===== src/rtl/stage_mem_if.sv =====
// Data-bus bundle between the memory stage (master) and the memory system (slave).
// Latency: none, wiring only.
// Backpressure: slave holds off the master by withholding bus_ack.
//
// Signals:
//   bus_addr   word address, low 2 bits always 0
//   bus_wdata  store data (lane-replicated for byte stores)
//   bus_be     byte enables, bit i = byte lane i
//   bus_we     1 store, 0 load
//   bus_req    request, held until ack or timeout
//   bus_ack    one-cycle acknowledge, bus_rdata valid in the same cycle
//   bus_rdata  read data
interface stage_mem_if;
  logic [31:0] bus_addr;
  logic [31:0] bus_wdata;
  logic [3:0]  bus_be;
  logic        bus_we;
  logic        bus_req;
  logic        bus_ack;
  logic [31:0] bus_rdata;

  modport master (
    output bus_addr, bus_wdata, bus_be, bus_we, bus_req,
    input  bus_ack, bus_rdata
  );

  modport slave (
    input  bus_addr, bus_wdata, bus_be, bus_we, bus_req,
    output bus_ack, bus_rdata
  );
endinterface


===== src/rtl/stage_mem.sv =====
// Memory-access pipeline stage: EX->MEM inputs in, MEM->WB register out; loads/stores over req/ack bus.
// Latency: non-memory ops 1 cycle; memory ops >= 3 cycles (IDLE -> WAIT -> DONE), bounded by BUS_TIMEOUT.
// Backpressure: mem_busy (combinational) freezes IF/ID/EX while an access is outstanding.
//
// Ports:
//   clk, rst                 clock (rising edge), asynchronous active-low reset
//   i_stall                  global pipeline stall (honoured only in IDLE)
//   i_mem_opt                0 NONE, 1 LW, 2 LB, 3 LBU, 4 SW, 5 SB, 6/7 NONE
//   i_mem_addr, i_mem_data   byte address and store data from EX
//   i_alu_result             pass-through value for non-memory ops
//   i_wb_reg_addr_in         destination register, 0 = none
//   bus                      stage_mem_if master modport (data bus)
//   o_mem_busy               hold upstream stages
//   o_wb_data, o_wb_reg_addr write-back value/register (register 0 = no write)
//   o_bus_err                one-cycle pulse when an access times out
//   o_align_err              one-cycle pulse on trapped misaligned LW/SW
// Optional feature macro: MEM_UNALIGNED_TRAP_EN (trap misaligned LW/SW instead of aligning down).
module stage_mem #(
  parameter int BUS_TIMEOUT = 16
) (
  input  logic        clk,
  input  logic        rst,
  input  logic        i_stall,
  input  logic [2:0]  i_mem_opt,
  input  logic [31:0] i_mem_addr,
  input  logic [31:0] i_mem_data,
  input  logic [31:0] i_alu_result,
  input  logic [4:0]  i_wb_reg_addr_in,
  stage_mem_if.master bus,
  output logic        o_mem_busy,
  output logic [31:0] o_wb_data,
  output logic [4:0]  o_wb_reg_addr,
  output logic        o_bus_err,
  output logic        o_align_err
);

  localparam int              CW       = $clog2(BUS_TIMEOUT);
  localparam logic [CW-1:0]   CNT_LAST = CW'(BUS_TIMEOUT - 1);

  localparam logic [2:0] OP_LW  = 3'd1;
  localparam logic [2:0] OP_LB  = 3'd2;
  localparam logic [2:0] OP_LBU = 3'd3;
  localparam logic [2:0] OP_SW  = 3'd4;
  localparam logic [2:0] OP_SB  = 3'd5;

  typedef enum logic [1:0] {S_IDLE = 2'd0, S_WAIT = 2'd1, S_DONE = 2'd2} state_t;

  state_t        r_state,       w_state_nxt;
  logic [CW-1:0] r_cnt,         w_cnt_nxt;
  logic [31:0]   r_bus_addr,    w_bus_addr_nxt;
  logic [31:0]   r_bus_wdata,   w_bus_wdata_nxt;
  logic [3:0]    r_bus_be,      w_bus_be_nxt;
  logic          r_bus_we,      w_bus_we_nxt;
  logic          r_bus_req,     w_bus_req_nxt;
  logic [31:0]   r_wb_data,     w_wb_data_nxt;
  logic [4:0]    r_wb_reg_addr, w_wb_reg_addr_nxt;
  logic          r_bus_err,     w_bus_err_nxt;
  logic          r_align_err,   w_align_err_nxt;
  // Access context kept for the WAIT state: load flavour, byte lane, destination.
  logic [2:0]    r_ld_op,       w_ld_op_nxt;
  logic [1:0]    r_lane,        w_lane_nxt;
  logic [4:0]    r_dest,        w_dest_nxt;

  logic        w_is_word, w_is_byte, w_is_mem, w_is_store, w_trap;
  logic [3:0]  w_be_issue;
  logic [31:0] w_wdata_issue;
  logic [7:0]  w_rd_byte;
  logic [31:0] w_load_val;

  // Opcodes 6/7 fall out of every decode term and so behave as NONE.
  assign w_is_word  = (i_mem_opt == OP_LW) || (i_mem_opt == OP_SW);
  assign w_is_byte  = (i_mem_opt == OP_LB) || (i_mem_opt == OP_LBU) || (i_mem_opt == OP_SB);
  assign w_is_mem   = w_is_word || w_is_byte;
  assign w_is_store = (i_mem_opt == OP_SW) || (i_mem_opt == OP_SB);

`ifdef MEM_UNALIGNED_TRAP_EN
  assign w_trap = w_is_word && (i_mem_addr[1:0] != 2'b00);
`else
  // Misaligned word accesses silently align down; align_err never fires.
  assign w_trap = 1'b0;
`endif

  assign w_be_issue    = w_is_word ? 4'b1111 : (4'b0001 << i_mem_addr[1:0]);
  assign w_wdata_issue = (i_mem_opt == OP_SB) ? {4{i_mem_data[7:0]}} : i_mem_data;

  assign w_rd_byte  = bus.bus_rdata[{r_lane, 3'b000} +: 8];
  assign w_load_val = (r_ld_op == OP_LB)  ? {{24{w_rd_byte[7]}}, w_rd_byte} :
                      (r_ld_op == OP_LBU) ? {24'h000000, w_rd_byte} :
                                            bus.bus_rdata;

  always_comb begin
    w_state_nxt       = r_state;
    w_cnt_nxt         = r_cnt;
    w_bus_addr_nxt    = r_bus_addr;
    w_bus_wdata_nxt   = r_bus_wdata;
    w_bus_be_nxt      = r_bus_be;
    w_bus_we_nxt      = r_bus_we;
    w_bus_req_nxt     = r_bus_req;
    w_wb_data_nxt     = r_wb_data;
    w_wb_reg_addr_nxt = r_wb_reg_addr;
    w_bus_err_nxt     = r_bus_err;
    w_align_err_nxt   = r_align_err;
    w_ld_op_nxt       = r_ld_op;
    w_lane_nxt        = r_lane;
    w_dest_nxt        = r_dest;
    o_mem_busy        = 1'b0;

    case (r_state)
      S_IDLE: begin
        if (!i_stall) begin
          if (!w_is_mem) begin
            w_wb_data_nxt     = i_alu_result;
            w_wb_reg_addr_nxt = i_wb_reg_addr_in;
          end else begin
            o_mem_busy        = 1'b1;
            w_wb_reg_addr_nxt = 5'd0;
            if (w_trap) begin
              w_align_err_nxt = 1'b1;
              w_state_nxt     = S_DONE;
            end else begin
              w_bus_addr_nxt  = {i_mem_addr[31:2], 2'b00};
              w_bus_we_nxt    = w_is_store;
              w_bus_be_nxt    = w_be_issue;
              w_bus_wdata_nxt = w_wdata_issue;
              w_bus_req_nxt   = 1'b1;
              w_cnt_nxt       = '0;
              w_ld_op_nxt     = i_mem_opt;
              w_lane_nxt      = i_mem_addr[1:0];
              w_dest_nxt      = i_wb_reg_addr_in;
              w_state_nxt     = S_WAIT;
            end
          end
        end
      end

      S_WAIT: begin
        o_mem_busy = 1'b1;
        // Ack is checked first so an ack on the last allowed cycle still completes cleanly.
        if (bus.bus_ack) begin
          w_bus_req_nxt = 1'b0;
          w_state_nxt   = S_DONE;
          if (r_bus_we) begin
            w_wb_reg_addr_nxt = 5'd0;
          end else begin
            w_wb_data_nxt     = w_load_val;
            w_wb_reg_addr_nxt = r_dest;
          end
        end else if (r_cnt == CNT_LAST) begin
          w_bus_req_nxt     = 1'b0;
          w_bus_err_nxt     = 1'b1;
          w_wb_reg_addr_nxt = 5'd0;
          w_state_nxt       = S_DONE;
        end else begin
          w_cnt_nxt = r_cnt + 1'b1;
        end
      end

      S_DONE: begin
        // Result is visible this cycle only; clear it so WB never writes twice.
        w_wb_reg_addr_nxt = 5'd0;
        w_bus_err_nxt     = 1'b0;
        w_align_err_nxt   = 1'b0;
        w_state_nxt       = S_IDLE;
      end

      default: w_state_nxt = S_IDLE;
    endcase
  end

  always_ff @(posedge clk or negedge rst) begin
    if (!rst) begin
      r_state       <= S_IDLE;
      r_cnt         <= '0;
      r_bus_addr    <= 32'd0;
      r_bus_wdata   <= 32'd0;
      r_bus_be      <= 4'd0;
      r_bus_we      <= 1'b0;
      r_bus_req     <= 1'b0;
      r_wb_data     <= 32'd0;
      r_wb_reg_addr <= 5'd0;
      r_bus_err     <= 1'b0;
      r_align_err   <= 1'b0;
      r_ld_op       <= 3'd0;
      r_lane        <= 2'd0;
      r_dest        <= 5'd0;
    end else begin
      r_state       <= w_state_nxt;
      r_cnt         <= w_cnt_nxt;
      r_bus_addr    <= w_bus_addr_nxt;
      r_bus_wdata   <= w_bus_wdata_nxt;
      r_bus_be      <= w_bus_be_nxt;
      r_bus_we      <= w_bus_we_nxt;
      r_bus_req     <= w_bus_req_nxt;
      r_wb_data     <= w_wb_data_nxt;
      r_wb_reg_addr <= w_wb_reg_addr_nxt;
      r_bus_err     <= w_bus_err_nxt;
      r_align_err   <= w_align_err_nxt;
      r_ld_op       <= w_ld_op_nxt;
      r_lane        <= w_lane_nxt;
      r_dest        <= w_dest_nxt;
    end
  end

  assign bus.bus_addr   = r_bus_addr;
  assign bus.bus_wdata  = r_bus_wdata;
  assign bus.bus_be     = r_bus_be;
  assign bus.bus_we     = r_bus_we;
  assign bus.bus_req    = r_bus_req;
  assign o_wb_data      = r_wb_data;
  assign o_wb_reg_addr  = r_wb_reg_addr;
  assign o_bus_err      = r_bus_err;
  assign o_align_err    = r_align_err;

endmodule


===== src/flat_wrapper.sv =====
// flat-port wrapper written by rule: the top's interface ports become plain ports
module stage_mem_flat 
#(
  parameter int BUS_TIMEOUT = 16
)
  (clk, rst, i_stall, i_mem_opt, i_mem_addr, i_mem_data, i_alu_result, i_wb_reg_addr_in, o_mem_busy, o_wb_data, o_wb_reg_addr, o_bus_err, o_align_err, bus_bus_addr, bus_bus_wdata, bus_bus_be, bus_bus_we, bus_bus_req, bus_bus_ack, bus_bus_rdata);
  stage_mem_if bus_i ();
  input  logic clk;
  input  logic rst;
  input  logic i_stall;
  input  logic [2:0] i_mem_opt;
  input  logic [31:0] i_mem_addr;
  input  logic [31:0] i_mem_data;
  input  logic [31:0] i_alu_result;
  input  logic [4:0] i_wb_reg_addr_in;
  output logic o_mem_busy;
  output logic [31:0] o_wb_data;
  output logic [4:0] o_wb_reg_addr;
  output logic o_bus_err;
  output logic o_align_err;
  output wire logic [$bits(bus_i.bus_addr)-1:0] bus_bus_addr;
  output wire logic [$bits(bus_i.bus_wdata)-1:0] bus_bus_wdata;
  output wire logic [$bits(bus_i.bus_be)-1:0] bus_bus_be;
  output wire logic [$bits(bus_i.bus_we)-1:0] bus_bus_we;
  output wire logic [$bits(bus_i.bus_req)-1:0] bus_bus_req;
  input wire logic [$bits(bus_i.bus_ack)-1:0] bus_bus_ack;
  input wire logic [$bits(bus_i.bus_rdata)-1:0] bus_bus_rdata;
  assign bus_bus_addr = bus_i.bus_addr;
  assign bus_bus_wdata = bus_i.bus_wdata;
  assign bus_bus_be = bus_i.bus_be;
  assign bus_bus_we = bus_i.bus_we;
  assign bus_bus_req = bus_i.bus_req;
  assign bus_i.bus_ack = bus_bus_ack;
  assign bus_i.bus_rdata = bus_bus_rdata;
  stage_mem #(.BUS_TIMEOUT(BUS_TIMEOUT)) u_core (.clk(clk), .rst(rst), .i_stall(i_stall), .i_mem_opt(i_mem_opt), .i_mem_addr(i_mem_addr), .i_mem_data(i_mem_data), .i_alu_result(i_alu_result), .i_wb_reg_addr_in(i_wb_reg_addr_in), .bus(bus_i), .o_mem_busy(o_mem_busy), .o_wb_data(o_wb_data), .o_wb_reg_addr(o_wb_reg_addr), .o_bus_err(o_bus_err), .o_align_err(o_align_err));
endmodule

===== config.mk =====
export PLATFORM = sky130hd
export DESIGN_NAME = stage_mem_flat
export DESIGN_NICKNAME = d
export VERILOG_FILES = /design/src/rtl/stage_mem_if.sv /design/src/rtl/stage_mem.sv /design/src/flat_wrapper.sv
export SDC_FILE = /design/constraint.sdc
export NUM_CORES = 1
export LEC_CHECK = 0
export CAP_MARGIN = 5
export CELL_PAD_IN_SITES_DETAIL_PLACEMENT = 1
export CELL_PAD_IN_SITES_GLOBAL_PLACEMENT = 1
export CORE_MARGIN = 8
export CORE_UTILIZATION = 35
export CTS_BUF_LIST = sky130_fd_sc_hd__clkbuf_4
export CTS_CLUSTER_DIAMETER = 80
export DETAILED_ROUTE_END_ITERATION = 16
export MAX_ROUTING_LAYER = met4
export PLACE_DENSITY_LB_ADDON = 0.1
export SETUP_SLACK_MARGIN = 0.2
export SYNTH_ARGS = -nofsm -noshare
export SYNTH_HDL_FRONTEND = slang
export SYNTH_SLANG_ARGS = --single-unit

===== constraint.sdc =====
create_clock -name clk -period 3.22 [get_ports clk]
set_input_delay 0.483 -clock clk [delete_from_list [all_inputs] [get_ports clk]]
set_output_delay 0.483 -clock clk [all_outputs]
set_load 0.03 [all_outputs]

; ---- After elaboration in Yosys (flattened, before gate mapping)
; Index checks and enable logic that the tools add are counted.
[classes]
n_addsub = 1
eq_ne = 19
shift = 2
mux = 36
bitwise = 1
n_reduce_logical = 16
[op_table]
columns = operator, count
row1 = 2-to-1 mux 32 bit, 7
row2 = one-hot mux 32 bit (2 select lines), 1
row3 = variable part select 32 x 6 -> 8 bit, 1
row4 = 2-to-1 mux 5 bit, 5
row5 = 2-to-1 mux 4 bit, 5
row6 = one-hot mux 5 bit (3 select lines), 1
row7 = "equality test 3 x 2 -> 1 bit, second input constant", 4
row8 = "!= test 2 bit, second input constant", 6
row9 = AND reduction 3 bit, 4
row10 = AND reduction 5 bit, 2
row11 = 2-to-1 mux 1 bit, 8
row12 = 2-to-1 mux 2 bit, 4
row13 = one-hot mux 4 bit (2 select lines), 1
row14 = "equality test 3 bit, second input constant", 2
row15 = one-hot mux 1 bit (2 select lines), 3
row16 = logical OR 1 bit, 5
row17 = "adder 4 x 1 -> 4 bit, second input constant", 1
row18 = "equality test 4 bit, second input constant", 1
row19 = "!= test 2 x 1 -> 1 bit, second input constant", 2
row20 = one-hot mux 2 bit (2 select lines), 1
row21 = AND reduction 4 bit, 1
row22 = nonzero test 2 bit, 2
row23 = "<< shifter 1 x 2 -> 4 bit, first input constant", 1
row24 = "equality test 3 x 1 -> 1 bit, second input constant", 1
row25 = other kinds (6), 6
[word_totals]
reg_bits = 122
in_bits = 140
output_inout_bits = 110
word_cells = 88

; ---- Longest topological paths before layout
; Gate-level depths: netlist (run 1).
[logic_depth]
ltp_word = 7
depth_mapped = 9
ltp_nobuf = 6

; ---- Worst setup path after synthesis (run 1)
; Ideal clock, no wire load.
[synth_path]
kind = input port to output port
start = in i_mem_opt[1]
end = out o_mem_busy
t_arrival_ps = 1677
required_ps = 2737
setup_slack_ps = 1060
path_stages = 6
path_buffers = 3
cell_sequence = buf_2 or3_1 nand3_1 buf_4 buf_2 nand2_1
[synth_between]
elab_chain_cells = 7
elab_cells_between_ends = 12
cone_classes = eq/ne: 5 / mux: 3 / reduce/logical: 4
[synth_rtl]
columns = item, line
row1 = "start, declared", flat_wrapper.sv:11  ; input logic [2:0] i_mem_opt;
row2 = equality test 3 x 2 -> 1 bit, stage_mem.sv:72  ; assign w_is_byte = (i_mem_opt == OP_LB) || (i_mem_opt == OP_LBU) || (i_mem_opt == OP_SB);
row3 = logical OR 1 bit (2 in series), stage_mem.sv:72
row4 = logical OR 1 bit (*), stage_mem.sv:73  ; assign w_is_mem = w_is_word || w_is_byte;
row5 = 2-to-1 mux 1 bit (*), stage_mem.sv:111  ; if (!w_is_mem) begin
row6 = 2-to-1 mux 1 bit (*), stage_mem.sv:110  ; if (!i_stall) begin
row7 = one-hot mux 1 bit (2 select lines) (*), stage_mem.sv:108  ; case (r_state)
row8 = "end, declared", flat_wrapper.sv:16  ; output logic o_mem_busy;
; Every way passes the cells marked *; elsewhere a longest branch is shown, timed or not.

; ---- Final worst setup path (run 1)
[layout_path]
start = reg u_core.r_state[1]
end = out o_mem_busy
[layout_between]
elab_chain_cells = 2
elab_cells_between_ends = 3
cone_classes = eq/ne: 1 / mux: 1 / reduce/logical: 1
[layout_rtl]
columns = item, line
row1 = "start, declared", stage_mem.sv:48  ; state_t r_state, w_state_nxt;
row2 = "start signal, assigned", stage_mem.sv:187  ; r_state <= w_state_nxt;
row3 = equality test 2 x 1 -> 1 bit / logical NOT 2 bit (equally long branches), stage_mem.sv:108
row4 = one-hot mux 1 bit (2 select lines) (*), stage_mem.sv:108
; Marked as above.

==> metrics.md, run 1 <==
| Metric | Value |
|---|---|
| Status | `finished clean` |
| Hold path depth | `1` |
| Worst-Margin Slew | `0.776 ns` |
| Worst path top cell family by delay | `buffers and inverters` |
| Gr usage total | `20.5%` |
| Clock transition at the registers of the reported paths | `approximately 0.11 ns` |
| Multiplexer share of the synthesized area | `11.1%` |
| Routed Antenna Nets | `0` |
| Commonest non-fill, non-tap cell in the layout | `clkdlybuf4s50_1` |
| Crit. End Element | `primary output` |
| Simple-gate share of the synthesized area | `10.0%` |
| Max-slew violations | `0` |
| P&R area growth vs syn | `50.9%` |
| Post-synth EDFFs | `0` |
| Max Fclk | `about 380 MHz` |
| Ys flop type | `dfrtp_1` |
| Buf/Inv on CP | `4` |
| CTS H-Tree Depth | `4` |
| Fin Clk Skew | `around 0.013 ns` |
| Total number of vias | `5271` |
| Iter 0 DRT Violations | `290` |
| Die area | `21400 sq um` |
| Placer congestion estimate | `0.831` |
| Max Cap Viol | `0` |
| Leakage | `3.90 nW` |
| CP Depth | `6` |
| Final min period | `2.62 ns` |
| First-pass GRT wire length | `33.3 mm` |
| Most used cell, CP | `inv_1` |
| Starting density of the core | `35.8%` |
| Crit path kind | `reg2out` |
| # rows | `47` |
| CP max stage cell | `ha_1` |
| I/O pins | `250` |
| Reg2reg path depth | `7` |
| Worst Hold Slack | `between 0.4 and 0.5 ns` |
| Die Ht | `~150 um` |
| DRC violations left | `0` |
| Mean post-synth cell area | `10.6 sq um` |
| Synth Area in Compound Gates | `between 20% and 30%` |
| Tot Pwr | `9.35 mW` |
| Filler cells | `about 1800` |
| Placed insts | `between 900 and 1000` |
| Flop and latch count out of synthesis | `around 120` |
| Worst path max stage delay | `0.44 ns` |
| Grt total ovfl | `0` |
| RSZ-0062 raised after global routing | `false` |
| Register area share after synthesis | `51.5%` |
| Final-stage net count | `943` |
| CTS tree | `done` |
| CP max FO | `17` |
| PortBufs | `approximately 250` |
| Synth Area in XOR/XNOR | `0.148%` |
| PwrDens | `1040 nW/um^2` |
| Post-Layout Cell Count | `1031` |
| Drt pass-1 iters | `5` |
| DP Wirelength | `~16 mm` |
| Critical Path Start Type | `flop` |
| Largest net degree at the start of global routing | `113` |
| Core ar. | `16600 sq um` |
| Final hold vios | `0` |
| Hold Path Class | `reg2reg` |
| Peak VDD IR | `0.524 mV` |
| Main combinational cell family by area after synthesis | `compound AO/OA/AOI/OAI gates` |
| Synth Warn # | `0` |
| Final setup viols | `0` |
| Clk_lat worst skew | `0.54 ns` |
| Drt total wl | `21.1 mm` |
| Footprint of the multi-input gates | `2620 sq um` |
| Initial antenna violation count | `1` |
| FF/Latch Area | `3050 sq um` |
| Most frequent cells in the layout | `clkdlybuf4s50_1, dfrtp_1, nand2_1` |
| Die Wd | `146 um` |
| Clock sink total | `between 100 and 150` |
| Layout cells sized above 1 | `14.1%` |
| Clock Tree Buf Depth | `2` |
| DR vias/cell | `5.11` |
| Crit share post-route | `81.4%` |
| Crit path DAT | `2.14 ns` |
| Data required, critical path | `2.74 ns` |
| Root Buffer | `clkbuf_4` |
| Share of flip-flops with an asynchronous set or reset | `100%` |
| Worst slew margin | `48.3%` |
| Synthesized area | `5930 sq um` |
| Crit-path cells | `inv_1, ha_1, inv_1, buf_4, nand2_1, buf_12` |
| Cts repair resizes | `0` |
| CTS Buf Count | `17` |
| Post-synthesis cell count | `560` |
| Fraction of the mapped netlist area in adder cells | `1.27%` |
| Setup TNS | `0 ns` |
| Wirelength per Cell | `20.4 um` |
| Vias in the first global route | `5952` |
| Distinct cells, synth | `50` |
-- state kept, by name, summed over array words and instances, names as in the netlist --
| name | cells |
|---|---|
| u_core.bus.bus_addr | 30 |
| u_core.bus.bus_we | 1 |
| u_core.o_wb_data | 32 |
| u_core.r_state | 2 |
| u_core.bus.bus_be | 4 |
| u_core.r_dest | 5 |
| u_core.r_cnt | 4 |
| u_core.r_lane | 2 |
| u_core.bus.bus_wdata | 32 |
| u_core.o_bus_err | 1 |
| u_core.o_wb_reg_addr | 5 |
| u_core.bus.bus_req | 1 |
| u_core.r_ld_op | 3 |
-- layout make-up --
class,count,share of cell area (%)
timing repair buffer,260,29.1
clock buffer,20,1.68
multi-input combinational,382,29.3
sequential,122,34.1
antenna,1,0.0279
inverter,14,0.587
tap,220,3.07
clock inverter,12,2.19
-- final timing paths --
path	end	from	slack, ns
max in group asynchronous	u_core.bus.bus_addr[9]$_DFFE_PN0P_	rst	1.84
min in group asynchronous	u_core.r_cnt[2]$_DFFE_PN0P_	rst	0.54
worst max-delay path	o_mem_busy	u_core.r_state[1]$_DFFE_PN0P_	0.60
worst max register to register	u_core.o_wb_data[5]$_DFFE_PN0P_	u_core.r_state[1]$_DFFE_PN0P_	0.67
worst min-delay path	u_core.bus.bus_be[2]$_DFFE_PN0P_	u_core.bus.bus_be[2]$_DFFE_PN0P_	0.49
worst min register to register	u_core.bus.bus_be[2]$_DFFE_PN0P_	u_core.bus.bus_be[2]$_DFFE_PN0P_	0.49
-- timing repair --
item,CTS,global route
buffers inserted,0,0
hold buffers,1,0
endpoints found under the hold margin,24,0
-- per-stage QoR --
| stage | area [sq um] | worst slack [ns] | util (%) |
|---|---|---|---|
| 6_report | 8950 | 0.601 | 54.0 |
| 5_1_grt | 8950 | 0.376 | 54.0 |
| 4_1_cts | 8950 | 0.499 | 54.0 |
| 3_5_place_dp | 8600 | 0.618 | 51.8 |
| 3_3_place_gp | 8600 | 0.685 | 51.8 |
| 2_1_floorplan | 5940 | 1.06 | - |
-- kinds of logic after synthesis --
kind of cell	after synthesis
adders and majority gates	6
and+or+nand+nor	130
AOI/OAI and AO/OA	183
DFF	122
xor gates and xnor gates	1
other	1
muxes	59
buffers and inverters	58
-- synth_stat cells (all sizes together), types with 3 or more instances --
cell type	count	area, sq um
nand3b	3	22.5
mux2i	9	90.1
mux2	50	571
o21ai	48	240
a221oi	3	43.8
ha	6	75.1
o31ai	7	52.6
inv	14	52.6
nand3	3	15.0
a32o	29	290
nand2	88	353
a21o	28	210
buf	28	169
nor2	19	71.3
nand2b	4	25.0
a21oi	41	205
clkbuf	16	60.1
dfrtp	122	3050
a211oi	14	105
-- routing by layer --
metal / part of all wire [%] / track usage [%] / vias to the layer above
met5: 0 / - / -
met4: 1.1 / 5.62 / 0
met3: 7.4 / 7.39 / 19
met2: 50 / 34.2 / 175
met1: 41 / 22.8 / 2584
li1: - / - / 2493
-- report_power, final --
group / leakage (nW) / switching [mW] / internal (mW) / total [mW]
Sequential: 1.50 / 0.479 / 2.28 / 2.76
Clock: 0.181 / 0.607 / 0.718 / 1.32
Combinational: 2.22 / 3.02 / 2.25 / 5.27
Total: 3.90 / 4.10 / 5.25 / 9.35
Power figures use the tool's default switching activity.
==> inputs of run 2 (changes only) <==
Settings changed: CORE_UTILIZATION 35 to 30.
Clock period 3.22 ns to 2.4 ns, I/O delays scaled along.
==> metrics.md, run 2 (same netlist as run 1, synthesis figures left out) <==
| Metric | Value |
|---|---|
| Crit path kind | `in2out` |
| Reg2Reg Launch Point | `u_core.r_state[1]$_DFFE_PN0P_` |
| Logic pwr share | `58.5% (+2.1 points)` |
| Crit-path cells | `clkdlybuf4s50_1, or3_1, nand3_4, nand2_1, buf_12` |
| Final hold vios | `0 (unchanged)` |
| Die Wd | `157 um (+7.1%)` |
| P&R area growth vs syn | `53.8%` |
| Die Ht | `157 um (+7.1%)` |
| Commonest non-fill, non-tap cell in the layout | `clkdlybuf4s50_1` |
| Total number of vias | `5381 (+2.1%)` |
| Placer congestion estimate | `0.812 (-2.3%)` |
| Pint | `6.87 mW (+31%)` |
| DRC violations left | `0 (unchanged)` |
| Iter 0 DRT Violations | `257 (-11%)` |
| Initial antenna violation count | `1 (unchanged)` |
| Design area | `9120 sq um (+1.9%)` |
| Data required, critical path | `2.04 ns (-0.70 ns)` |
| Clk_lat worst skew | `0.53 ns (about the same)` |
| RSZ-0062 raised after global routing | `false` |
| Vias in the first global route | `6060 (+1.8%)` |
| Drt total wl | `21.5 mm (+2.0%)` |
| Final-stage net count | `957 (+1.5%)` |
| Gr usage total | `18.2% (-2.2 points)` |
| Max-slew violations | `0 (unchanged)` |
| Status | `finished clean` |
| Worst slew margin | `50.2% (+1.9 points)` |
| Crit. End Element | `primary output` |
| PortBufs | `246 (unchanged)` |
| Top routing layer in use | `met4` |
| First-pass GRT wire length | `33.8 mm (+1.3%)` |
| Starting density of the core | `30.5% (-5.3 points)` |
| Clock sink total | `122 (unchanged)` |
| Worst-Margin Slew | `0.747 ns (-0.0291 ns)` |
| Max Cap Viol | `0 (unchanged)` |
| Psw | `5.61 mW (+37%)` |
| FF/Latch Area | `3050 sq um (about the same)` |
| Die area | `24500 sq um (+15%)` |
| CP max FO | `7 (-10)` |
| Clock Tree Buf Depth | `2 (unchanged)` |
| I/O pins | `250 (unchanged)` |
| Setup TNS | `0 ns (unchanged)` |
| PwrDens | `1370 nW/um^2 (+31%)` |
| Filler cells | `2125 (+16%)` |
| Hold Path Class | `in2async` |
| CTS Buf Count | `17 (unchanged)` |
| Grt total ovfl | `0 (unchanged)` |
| DP Wirelength | `16.5 mm (+3.5%)` |
| Clock power share | `12.2% (-2.0 points)` |
| Core ar. | `19500 sq um (+17%)` |
| Final min period | `about 2.1 ns` |
| CTS H-Tree Depth | `4 (unchanged)` |
| Wirelength per Cell | `19.7 um (-3.5%)` |
| Worst setup path endpoint | `o_mem_busy` |
| DR vias/cell | `4.94 (-3.4%)` |
| Worst path max stage delay | `0.53 ns (+0.09 ns)` |
| Routed Antenna Nets | `0 (unchanged)` |
| Drt pass-1 iters | `4 (-1)` |
| Metal2 WL | `10.6 mm (about the same)` |
| Footprint of the multi-input gates | `2650 sq um (+0.95%)` |
| Leakage | `3.94 nW (+1.0%)` |
| CTS tree | `done` |
| Root Buffer | `clkbuf_4` |
| M1 wire length | `8.87 mm (+2.6%)` |
| Crit share post-route | `87.5%` |
| Max Fclk | `476 MHz` |
| CP startpoint | `i_mem_opt[2]` |
| Final setup viols | `0 (unchanged)` |
| Placed Area | `8770 sq um (+2.1%)` |
| Layout cells sized above 1 | `16.4% (+2.3 points)` |
| CP max stage cell | `clkdlybuf4s50_1` |
| R2R Setup Slk | `0.46 ns (-0.21 ns)` |
| Critical Path Start Type | `input pin` |
| Fin Clk Skew | `0.0222 ns (+0.00889 ns)` |
| Largest net degree at the start of global routing | `123 (+8.8%)` |
| Tot Pwr | `12.5 mW (+34%)` |
| Reg2reg path depth | `6 (-1)` |
| Sw Ratio | `45.0% (+1.1 points)` |
| Clock transition at the registers of the reported paths | `0.14 ns (+0.03 ns)` |
| # rows | `51 (+8.5%)` |
| Most frequent cells in the layout | `clkdlybuf4s50_1, dfrtp_1, nand2_1` |
| Sequential share of power | `29.3% (-0.2 points)` |
| Crit path DAT | `1.74 ns (-0.40 ns)` |
| Detail Route met3 WL | `1.72 mm (+10%)` |
| RR Endpoint | `u_core.o_wb_reg_addr[4]$_DFFE_PN0P_` |
| Peak VDD IR | `0.583 mV (+11%)` |
[run 2: changes by cell type in the layout (fill, tap and decap cells not counted), sizes merged]
cell | previous run | this run
bufinv | 5 | 2
clkbuf | 20 | 17
inv | 15 | 18
clkinvlp | 2 | 5
buf | 15 | 29
[run 2: layer usage]
layer  vias up  track usage, %
met5         -               -
met4         0            5.58
met3        17            6.56
met2       182            29.6
met1      2672            20.8
li1       2510               -
[run 2: critical path: cells and delay by family]
kind	cells	cell delay [ns]
buffers and inverters	2	0.68
and+or+nand+nor	3	0.70
[run 2: what timing repair did]
action	4_1_cts	5_1_grt
gates resized for setup	6	4
setup buffers	1	0
setup endpoints to repair	1	1
hold endpoints to repair	122	0
hold buffers	1	0
gates cloned	0	0
[run 2: worst min path at each step]
stage          slack (ns)                                   to                        startpoint  depth (start not counted)
2_1_floorplan        0.06  u_core.bus.bus_addr[10]$_DFFE_PN0P_                               rst                          0
3_3_place_gp         0.46     u_core.bus.bus_be[2]$_DFFE_PN0P_  u_core.bus.bus_be[2]$_DFFE_PN0P_                          1
3_5_place_dp         0.47     u_core.bus.bus_be[2]$_DFFE_PN0P_  u_core.bus.bus_be[2]$_DFFE_PN0P_                          1
4_1_cts              0.36  u_core.bus.bus_wdata[6]$_DFFE_PN0P_                     i_mem_data[6]                          3
5_1_grt              0.36  u_core.bus.bus_addr[15]$_DFFE_PN0P_                    i_mem_addr[15]                          2
6_report             0.37     u_core.o_wb_data[22]$_DFFE_PN0P_                               rst                          3
[run 2: power groups by stage]
stage	Clock [mW]	Combinational (mW)	Sequential, mW
finish	1.52	7.30	3.67
CTS	1.59	7.39	3.67
global placement	0	7.18	3.65
detailed placement	0	7.32	3.71
global route	1.67	7.81	3.80
floorplan	0	2.51	5.34
[run 2: area by class of cell]
| class | instances | share of cell area (%) |
|---|---|---|
| clock inverter | 15 | 1.82 |
| multi-input combinational | 382 | 29.0 |
| tap | 265 | 3.63 |
| antenna | 1 | 0.0274 |
| inverter | 14 | 0.576 |
| timing repair buffer | 274 | 30.0 |
| clock buffer | 17 | 1.40 |
| sequential | 122 | 33.5 |
[run 2: through the flow]
step                      utilization, %  hold slack [ns]  setup slack (ns)  instances
after floorplan                        -           0.0644             0.440        562
after global placement              45.1            0.462             0.216       1055
after detailed placement            45.1            0.472             0.121       1055
after CTS                           46.8            0.356             0.209       1089
after global routing                46.9            0.358             0.203       1090
final                               46.9            0.372             0.300       1090
==> inputs of run 3 (changes only) <==
Settings changed: CAP_MARGIN 5 to not set, CORE_ASPECT_RATIO set to 1.4, CORE_MARGIN 8 to 2.
==> metrics.md, run 3 (same netlist as run 1, synthesis figures left out) <==
| Metric | Value |
|---|---|
| Final min period | `2.07 ns (-0.0267 ns)` |
| Status | `finished clean` |
| CTS Buf Count | `17 (unchanged)` |
| Root Buffer | `clkbuf_4` |
| Grt total ovfl | `0 (unchanged)` |
| Max Fclk | `482 MHz (+1.3%)` |
| DR vias/cell | `4.97 (+0.76%)` |
| Peak VDD IR | `0.575 mV (-1.5%)` |
| RR Endpoint | `u_core.o_wb_data[16]$_DFFE_PN0P_` |
| DP Wirelength | `15.3 mm (-7.3%)` |
| CTS H-Tree Depth | `4 (unchanged)` |
| Drt pass-1 iters | `4 (unchanged)` |
| Vias in the first global route | `6056 (-0.066%)` |
| Final setup viols | `0 (unchanged)` |
| Crit. End Element | `primary output` |
| RSZ-0062 raised after global routing | `false` |
| Wirelength per Cell | `18.7 um (-5.1%)` |
| DRC violations left | `0 (unchanged)` |
| Clock Tree Buf Depth | `2 (unchanged)` |
| Crit-path cells | `inv_2, ha_4, inv_2, buf_12, nand2_4, buf_12` |
| Hold Path Class | `in2async` |
| I/O pins | `250 (unchanged)` |
| Core ar. | `19300 sq um (-0.87%)` |
| Gr usage total | `20.4% (+2.2 points)` |
| PortBufs | `246 (unchanged)` |
| Leakage | `4.01 nW (+1.8%)` |
| Die Ht | `170 um (+8.8%)` |
| Final hold vios | `0 (unchanged)` |
| First-pass GRT wire length | `31.9 mm (-5.7%)` |
| Clock sink total | `122 (unchanged)` |
| PwrDens | `1370 nW/um^2 (about the same)` |
| Die Wd | `123 um (-22%)` |
| Largest net degree at the start of global routing | `71 (-42%)` |
| Iter 0 DRT Violations | `217 (-16%)` |
| Worst path max stage delay | `0.41 ns (-0.12 ns)` |
| Fin Clk Skew | `0.0202 ns (-0.00197 ns)` |
| CP max FO | `28 (+21)` |
| Routed Antenna Nets | `0 (unchanged)` |
| Crit path DAT | `1.71 ns (-0.03 ns)` |
| Starting density of the core | `30.8% (+0.27 points)` |
| R2R Setup Slk | `0.36 ns (-0.10 ns)` |
| CP max stage cell | `dfrtp_1` |
| Total number of vias | `5382 (+0.019%)` |
| Setup TNS | `0 ns (unchanged)` |
| Data required, critical path | `2.04 ns (about the same)` |
| Die area | `20900 sq um (-15%)` |
| Most frequent cells in the layout | `clkdlybuf4s50_1, dfrtp_1, nand2_1` |
| Reg2reg path depth | `8 (+2)` |
| Reg2Reg Launch Point | `u_core.r_state[0]$_DFFE_PN0P_` |
| Drt total wl | `20.2 mm (-5.8%)` |
| Placed Area | `8780 sq um (+0.11%)` |
| Worst slew margin | `59.3% (+9.1 points)` |
| Design area | `9210 sq um (+0.99%)` |
| Clock transition at the registers of the reported paths | `0.14 ns (about the same)` |
| P&R area growth vs syn | `55.3%` |
| Max-slew violations | `0 (unchanged)` |
| Filler cells | `2120 (-0.24%)` |
| Final-stage net count | `965 (+0.84%)` |
| CP startpoint | `u_core.r_state[1]$_DFFE_PN0P_` |
| Commonest non-fill, non-tap cell in the layout | `clkdlybuf4s50_1` |
| Worst-Margin Slew | `0.610 ns (-0.137 ns)` |
| Max Cap Viol | `0 (unchanged)` |
| Initial antenna violation count | `2 (+1)` |
| Clk_lat worst skew | `0.55 ns (+0.02 ns)` |
| Crit share post-route | `86.4% (-1.1 points)` |
| Critical Path Start Type | `flop` |
| # rows | `60 (+18%)` |
| Crit path kind | `reg2out` |
| CTS tree | `done` |
| Layout cells sized above 1 | `17.3% (+0.92 points)` |
| Placer congestion estimate | `0.801 (-1.4%)` |
## run 3: cell count changes in the layout (fill, tap and decap cells not counted), sizes merged
cell / before / now
buf: 29 / 37
clkinv: 4 / 1
clkinvlp: 5 / 2
diode: 1 / 2
inv: 18 / 24
## run 3: worst max-delay path by stage
stage	end	depth (start not counted)	slack (ns)
CTS	o_mem_busy	6	0.22
floorplan	o_mem_busy	7	0.44
detailed placement	u_core.bus.bus_addr[19]$_DFFE_PN0P_	5	0.14
finish	o_mem_busy	6	0.33
global placement	u_core.bus.bus_addr[18]$_DFFE_PN0P_	5	0.19
global route	o_mem_busy	6	0.19
## run 3: worst max-delay path: cells and delay by family (launching register included)
family | cells | cell delay (ns)
adders and majority gates | 1 | 0.19
and+or+nand+nor | 1 | 0.07
DFF | 1 | 0.41
buffers and inverters | 4 | 0.51
## run 3: what timing repair did
action / in CTS / in global routing
resized for setup: 14 / 2
hold endpoints to repair: 52 / 0
pin swaps: 1 / 0
setup buffers: 5 / 2
hold buffers: 1 / 0
endpoints found under the setup margin: 1 / 1
## run 3: layout make-up
type	count	area [sq um]	share of cell area, %
Inverter	14	55.1	0.598
Tap cell	248	310	3.37
Timing Repair Buffer	282	2830	30.7
Sequential cell	122	3050	33.2
Clock inverter	15	176	1.91
Clock buffer	17	128	1.39
Multi-Input combinational cell	382	2660	28.8
Antenna cell	2	5.00	0.0543
## run 3: per-layer routing
layer  vias up  wire length (um)  part of all wire (%)  global-route usage (%)
li1       2540                 -                     -                       -
met1      2619              7820                    39                    22.4
met2       193             10400                    52                    34.4
met3        30              1570                   7.7                    6.80
met4         0               416                   2.1                    6.70
met5         -                 0                     0                       -
## run 3: metrics by stage
stage                     std cells  hold slack [ns]  total power [mW]  setup slack [ns]  util, %
after global routing           1082            0.300              13.5             0.188     47.7
after floorplan                 562           0.0644              7.86             0.440        -
final                          1082            0.305              12.6             0.327     47.7
after global placement         1040            0.366              10.7             0.194     45.5
after CTS                      1078            0.295              12.7             0.224     47.6
after detailed placement       1040            0.368              10.9             0.137     45.5
## run 3: report_power, final
| part | leakage [nW] | internal (mW) | switching (mW) |
|---|---|---|---|
| logic | 2.36 | 3.27 | 4.11 |
| registers | 1.50 | 3.06 | 0.595 |
| clock network | 0.159 | 0.659 | 0.925 |
